--- src/rtl/scan_link_arbiter.sv ---
`timescale 1ns/1ps
// scan_link_arbiter
// Round-robin owner of the shared scanner transfer link. A grant is held
// until the owner pulses done, drops its request, or (optionally) times out.
// Optional feature macro: SCAN_LINK_TIMEOUT_EN enables the wait counter and
// the forced release with a timeout_err pulse. Without it the grant is only
// released by done or abort, and timeout_err is tied low.
//
// state    | meaning
// ---------+-----------------------------------------------
// IDLE     | no grant; waits for link_enable and a request
// XFER     | link granted to o_owner
// RELEASE  | one-cycle gap, grant dropped, priority flipped
// 2'b11    | unreachable, recovers to IDLE
module scan_link_arbiter #(
  parameter int XFER_TIMEOUT = 15,
  parameter int CNT_W        = 8
) (
  input  logic             i_clk,
  input  logic             i_reset,
  input  logic             i_link_enable,
  input  logic [1:0]       i_req,
  input  logic [1:0]       i_done,
  output logic [1:0]       o_gnt,
  output logic             o_owner,
  output logic             o_busy,
  output logic             o_timeout_err,
  output logic [CNT_W-1:0] o_xfer_cnt,
  output logic [1:0]       o_state
);

  typedef enum logic [1:0] {
    ST_IDLE    = 2'b00,
    ST_XFER    = 2'b01,
    ST_RELEASE = 2'b10,
    ST_BAD     = 2'b11
  } state_t;

  state_t           r_state;
  logic [1:0]       r_gnt;
  logic             r_owner;
  logic             r_busy;
  logic             r_prio;
  logic [CNT_W-1:0] r_cnt;

  logic w_win;
  logic w_done_own;
  logic w_req_own;

  // Tie goes to the priority pointer; a lone requester always wins.
  assign w_win      = (i_req == 2'b11) ? r_prio : i_req[1];
  assign w_done_own = i_done[r_owner];
  assign w_req_own  = i_req[r_owner];

`ifdef SCAN_LINK_TIMEOUT_EN
  localparam logic [7:0] WAIT_TC = 8'(XFER_TIMEOUT - 1);

  logic [7:0] r_wait;
  logic       r_terr;

  // Wait counter and one-cycle timeout pulse; the pulse coincides with RELEASE.
  always_ff @(posedge i_clk) begin
    if (!i_reset) begin
      r_wait <= 8'd0;
      r_terr <= 1'b0;
    end else begin
      r_terr <= 1'b0;
      if (r_state == ST_IDLE) begin
        r_wait <= 8'd0;
      end else if (r_state == ST_XFER && !w_done_own && w_req_own) begin
        if (r_wait == WAIT_TC) begin
          r_terr <= 1'b1;
        end else begin
          r_wait <= r_wait + 8'd1;
        end
      end
    end
  end

  logic w_timeout;
  assign w_timeout     = (r_wait == WAIT_TC);
  assign o_timeout_err = r_terr;
`else
  logic [7:0] w_unused_timeout;
  logic       w_timeout;
  assign w_unused_timeout = 8'(XFER_TIMEOUT);
  assign w_timeout        = 1'b0;
  assign o_timeout_err    = 1'b0;
`endif

  // Main arbitration FSM with registered grant, owner, busy and counter.
  always_ff @(posedge i_clk) begin
    if (!i_reset) begin
      r_state <= ST_IDLE;
      r_gnt   <= 2'b00;
      r_owner <= 1'b0;
      r_busy  <= 1'b0;
      r_prio  <= 1'b0;
      r_cnt   <= '0;
    end else begin
      case (r_state)
        ST_IDLE: begin
          if (i_link_enable && (i_req != 2'b00)) begin
            r_owner <= w_win;
            r_gnt   <= w_win ? 2'b10 : 2'b01;
            r_busy  <= 1'b1;
            r_state <= ST_XFER;
          end
        end
        ST_XFER: begin
          // done beats abort beats timeout
          if (w_done_own || !w_req_own || w_timeout) begin
            if (w_done_own) begin
              r_cnt <= r_cnt + CNT_W'(1);
            end
            r_gnt   <= 2'b00;
            r_busy  <= 1'b0;
            r_state <= ST_RELEASE;
          end
        end
        ST_RELEASE: begin
          r_prio  <= ~r_owner;
          r_state <= ST_IDLE;
        end
        default: begin
          r_gnt   <= 2'b00;
          r_busy  <= 1'b0;
          r_state <= ST_IDLE;
        end
      endcase
    end
  end

  assign o_gnt      = r_gnt;
  assign o_owner    = r_owner;
  assign o_busy     = r_busy;
  assign o_xfer_cnt = r_cnt;
  assign o_state    = r_state;

endmodule

--- config.mk ---
export PLATFORM = sky130hd
export DESIGN_NAME = scan_link_arbiter
export DESIGN_NICKNAME = d
export VERILOG_FILES = /design/src/rtl/scan_link_arbiter.sv
export SDC_FILE = /design/constraint.sdc
export NUM_CORES = 1
export LEC_CHECK = 0
export BUFFER_PORTS_ARGS = -buffer_cell sky130_fd_sc_hd__buf_2
export CORE_UTILIZATION = 49
export DETAILED_ROUTE_END_ITERATION = 10
export HOLD_SLACK_MARGIN = 0.02
export PLACE_DENSITY = 0.74
export SYNTH_ARGS = -nofsm -noshare
export SYNTH_HDL_FRONTEND = slang
export SYNTH_SLANG_ARGS = --single-unit
--- constraint.sdc ---
create_clock -name i_clk -period 1.85 [get_ports i_clk]
set_clock_uncertainty 0.2 [all_clocks]
set_input_delay 0.2775 -clock i_clk [delete_from_list [all_inputs] [get_ports i_clk]]
set_output_delay 0.2775 -clock i_clk [all_outputs]
set_load 0.005 [all_outputs]
# ---- After elaboration in Yosys (flattened, before gate mapping)
# Cells that the tools add are included.
# Widths: inputs -> output; s select.
dict set report word_totals {
  mem_bits_rw 0
  romBits 0
  register_bits 15
  out_inout_bits 15
  wordCells 39
  in_bits 7
  mem_count 0
  latchBits 0
}
dict set report op_classes {
  n_eq_ne 5
  n_reduce_logical 9
  n_bitwise 2
  n_mux 15
  order_cmp 1
  div 0
  add_sub_neg 1
  multipliers 0
  shift 0
}
# operator n
set ops {}
lappend ops {{$mux 2} 5}
lappend ops {{$add 8x1->8 const B} 1}
lappend ops {{$mux 1} 7}
lappend ops {{$pmux 2 s3} 1}
lappend ops {{$reduce_and 3->1} 2}
lappend ops {{$eq 2x2->1 const B} 2}
lappend ops {{$ne 2x2->1 const B} 2}
lappend ops {{$pmux 2 s2} 1}
lappend ops {{$reduce_and 2->1} 2}
lappend ops {{$pmux 1 s3} 1}
lappend ops {{$eq 2x1->1 const B} 1}
lappend ops {{$logic_not 2->1} 1}
lappend ops {{$lt 1x2->1 const B} 1}
lappend ops {{$not 1->1} 2}
lappend ops {{$reduce_bool 2->1} 1}
lappend ops {{$logic_and 1x1->1} 1}
lappend ops {{$logic_not 1->1} 1}
lappend ops {{$logic_or 1x1->1} 1}

# ---- Longest topological paths before layout
dict set report depth {
  depth_word 6
  depth_mapped 4
  mapped_depth_nobuf 4
}

# ---- Worst setup path before layout
# Ideal clock, no wire load.
dict set report synth_timing {
  path_kind {register to register}
  start {register r_cnt[0] (netlist: o_xfer_cnt[0])}
  end {register r_cnt[2] (netlist: o_xfer_cnt[2])}
  path_stages_with_launch 5
  synth_period_minus_slack_ps 1514
  slack_ps 336
  setup_ps 72
  t_required_ps 1578
  arrival_ps 1242
  path_cell_list {dfxtp_1 -> ha_1 -> inv_1 -> or4_1 -> a21oi_1}
}
dict set report synth_between {
  elab_chain_cells 1
}
# item line
set synth_lines {}
lappend synth_lines {{start: declaration} 44} ;# logic [CNT_W-1:0] r_cnt;
lappend synth_lines {{start signal: assignment} 114} ;# r_cnt <= r_cnt + CNT_W'(1);
lappend synth_lines {{$add 8x1->8} 114}
# Every way passes these cells.
# A chain may end at the register's enable or synchronous reset.

# ---- Final worst setup path
dict set report layout_timing {
  start {register r_cnt[1] (netlist: o_xfer_cnt[1])}
  end {register r_cnt[2] (netlist: o_xfer_cnt[2])}
}
# The elaborated chain is that of the path after synthesis.

==> qor.txt <==
vias in the first global route: 666
Worst path max stage delay: 0.51 ns
Final Wtd Congestion: 0.8662
Pre-antenna DRT Iters: 4
post-cts resize count: 0
Skew-Pair Late Insertion Delay: 0.29 ns
initial antenna violation count: 0
final wirelength: 1708 µm
H-tree Lvls: 1
internal power: 454.6 µW
largest net degree at the start of global routing: 16
Die Y: 41.63 µm
Setup Buffers After CTS: 0
synth warn: 0
top cell type's share of synthesized area: 39.02%
Setup crit start kind: flop
dominant synthesized flop cell: dfxtp_1
most area-consuming cells after synthesis: dfxtp_1 (39%), a21oi_1 (6.5%), o31ai_1 (4.9%), or4_1 (4.9%), or3b_1 (3.4%)
WP data required: 1.86 ns
grt ovf: 0
CTS clk-pin slew, worst paths: 0.09 ns
CTS hold repair buffers: 0
clock power share: 30.9%
max-slew violations: 0
CTS max path bufs: 2
Total Routing Usage GR: 21.82%
minimum clock period: 1.685 ns
final setup violation count: 0
PortBufs: 20
CTS tree: built
Nets: 122
switch share: 26.52%
worst hold path class: in -> reg
post-route antenna net violation count: 0
total CTS buffers: 3
Core ar.: 1383 µm²
via count: 744
Post-DP HPWL: 1284 µm
first-pass GRT wire length: 2911 µm
detailed-route wire length per cell: 13.34 µm
Post-synth EDFFs: 0
static leakage: 0.0003970 µW
cells after synthesis: 88
PwrDens: 669.2 nW/µm²
Die W: 41.63 µm
sequential element share of the synthesized area: 39.02%
post-route clock period utilization: 91.10%
Max Clk Rate: 593.4 MHz
WP data arrival: 1.69 ns
Rows: 13
Total Die Area: 1733 µm²
most numerous cell in the Yosys netlist: dfxtp_1
IO Count: 22
Worst Setup End Kind: flop
DP Cell Count: 124
critical-path cell with the highest stage delay: or4_1
starting DRC count in detailed routing: 12
CP Max Fanout: 5
Max Cap Violations: 0
synth cell count leaders: dfxtp_1 (15), a21oi_1 (10), inv_1 (6)
flops & latches, synth: 15
sequential power share: 55.6%
Fillers: 118
switching power: 164.1 µW
drt via density: 5.813
unrepaired setup endpoints after global routing: false
peak supply drop: 0.3796 mV
final hold violations: 0
Synth Net Count: 96
R2R setup slack: 0.16 ns
# DRC: 0
Cell Area, Synth: 769.5 µm²
Logic pwr share: 13.6%
area of the multi-input gates: 422.9 µm²
non-filler instance count after layout: 128
share of layout cells above drive strength 1: 25.66%
worst path cell trace: ha_1 > inv_1 > or4_1 > a21oi_1
ANT cells: 0
Async S/R FF share, synth: 0%
status: completed
unique cell type count in the Yosys netlist: 32
synth-to-layout area growth: 20.16%
Starting Density: 55.66%
critical path class: reg -> reg
CTS root buf: clkbuf_4
register area: 300.3 µm²
setup TNS: 0 ns
cell taking the most area after synthesis: dfxtp_1
Mean Syn Cell Area: 8.744 µm²
# clock sinks: 15
state kept, by name, summed over array words and instances (netlist names):
signal	cells
r_prio	1
o_busy	1
o_owner	1
o_xfer_cnt	8
o_gnt	2
o_state	2
layout make-up:
cell class | count | area share, %
clock buffers | 4 | 2.842
inverters | 7 | 2.842
multi-input cells | 63 | 45.74
flip-flops and latches | 15 | 32.48
well taps | 15 | 2.030
repair buffers | 24 | 14.07
worst paths after layout:
| check | to | from | depth (start not counted) |
|---|---|---|---|
| worst max-delay path | o_xfer_cnt[2]$_SDFFE_PN0P_ | o_xfer_cnt[1]$_SDFFE_PN0P_ | 4 |
| worst max register to register | o_xfer_cnt[2]$_SDFFE_PN0P_ | o_xfer_cnt[1]$_SDFFE_PN0P_ | 4 |
| worst min-delay path | o_gnt[0]$_SDFFE_PN0P_ | i_reset | 2 |
| worst min register to register | o_xfer_cnt[7]$_SDFFE_PN0P_ | o_xfer_cnt[7]$_SDFFE_PN0P_ | 2 |
per-stage QoR:
| stage | cell area [µm²] | setup WS [ns] | hold WS, ns | utilization, % | total power (µW) |
|---|---|---|---|---|---|
| 6_report | 924.6 | 0.1647 | 0.08924 | 66.88 | 618.8 |
| 3_3_place_gp | 898.4 | 0.2690 | 0.2479 | 64.98 | 432.3 |
| 5_1_grt | 924.6 | 0.08414 | 0.09019 | 66.88 | 652.4 |
| 4_1_cts | 924.6 | 0.1673 | 0.08242 | 66.88 | 622.8 |
| 2_1_floorplan | 769.5 | 0.3358 | 0.1951 | - | 399.1 |
| 3_5_place_dp | 898.4 | 0.1919 | 0.2666 | 64.98 | 434.6 |
power groups by stage:
stage               Clock, µW  Sequential (µW)  Combinational [µW]
floorplan                   0              352                47.6
global placement            0              351                81.8
detailed placement          0              351                83.3
CTS                       195              344                83.6
global route              213              346                93.6
finish                    191              344                84.0
cells by family (layout without fill, tap and decap cells):
| kind of cell | Yosys count | after routing | synth area share [%] |
|---|---|---|---|
| AO/OA/AOI/OAI | 27 | 27 | 23.42 |
| adder cells (fa/ha/maj) | 1 | 1 | 1.626 |
| buffers and inverters | 10 | 35 | 6.014 |
| flip-flops | 15 | 15 | 39.02 |
| multiplexers | 2 | 2 | 2.602 |
| other | 1 | 1 | 0.4873 |
| AND/OR/NAND/NOR | 32 | 32 | 26.83 |
cells in the final DEF, fill, tap and decap left out:
cell,Yosys,routed
o21ai_1,2,2
or3b_1,3,3
o21ai_0,1,1
o31a_1,2,2
buf_4,2,4
nand2b_1,3,3
or3_1,1,1
nor3b_1,1,1
nand4b_2,1,1
conb_1,1,1
and3_1,2,2
nor3_1,1,1
ha_1,1,1
nand2_1,4,4
clkinv_1,1,1
o31ai_1,5,5
a21oi_1,10,10
a211oi_1,3,3
nor2b_1,1,1
o221a_1,1,1
nand3_1,5,5
o21a_1,1,1
nor4_2,1,1
mux2i_1,2,2
buf_2,1,20
dfxtp_1,15,15
nand3b_1,1,1
clkbuf_1,0,1
o311a_1,1,1
or4_1,5,5
a311oi_1,1,1
nor2_1,3,3
inv_1,6,6
clkbuf_4,0,3
layer usage:
metal	vias to the layer above	global-route usage (%)	wire length, µm
li1	379	-	-
met1	339	31.51	857
met2	24	31.87	759
met3	2	4.783	82
met4	0	7.742	9
met5	-	0	0
critical path, delay by kind of cell, from the launching register on:
family          cells  cell delay, ns
compound gates      1            0.17
fa+ha+maj           1            0.24
buf+inv             1            0.07
flops               1            0.41
simple gates        1            0.51
Note: power is estimated with default switching activity, not from simulation.
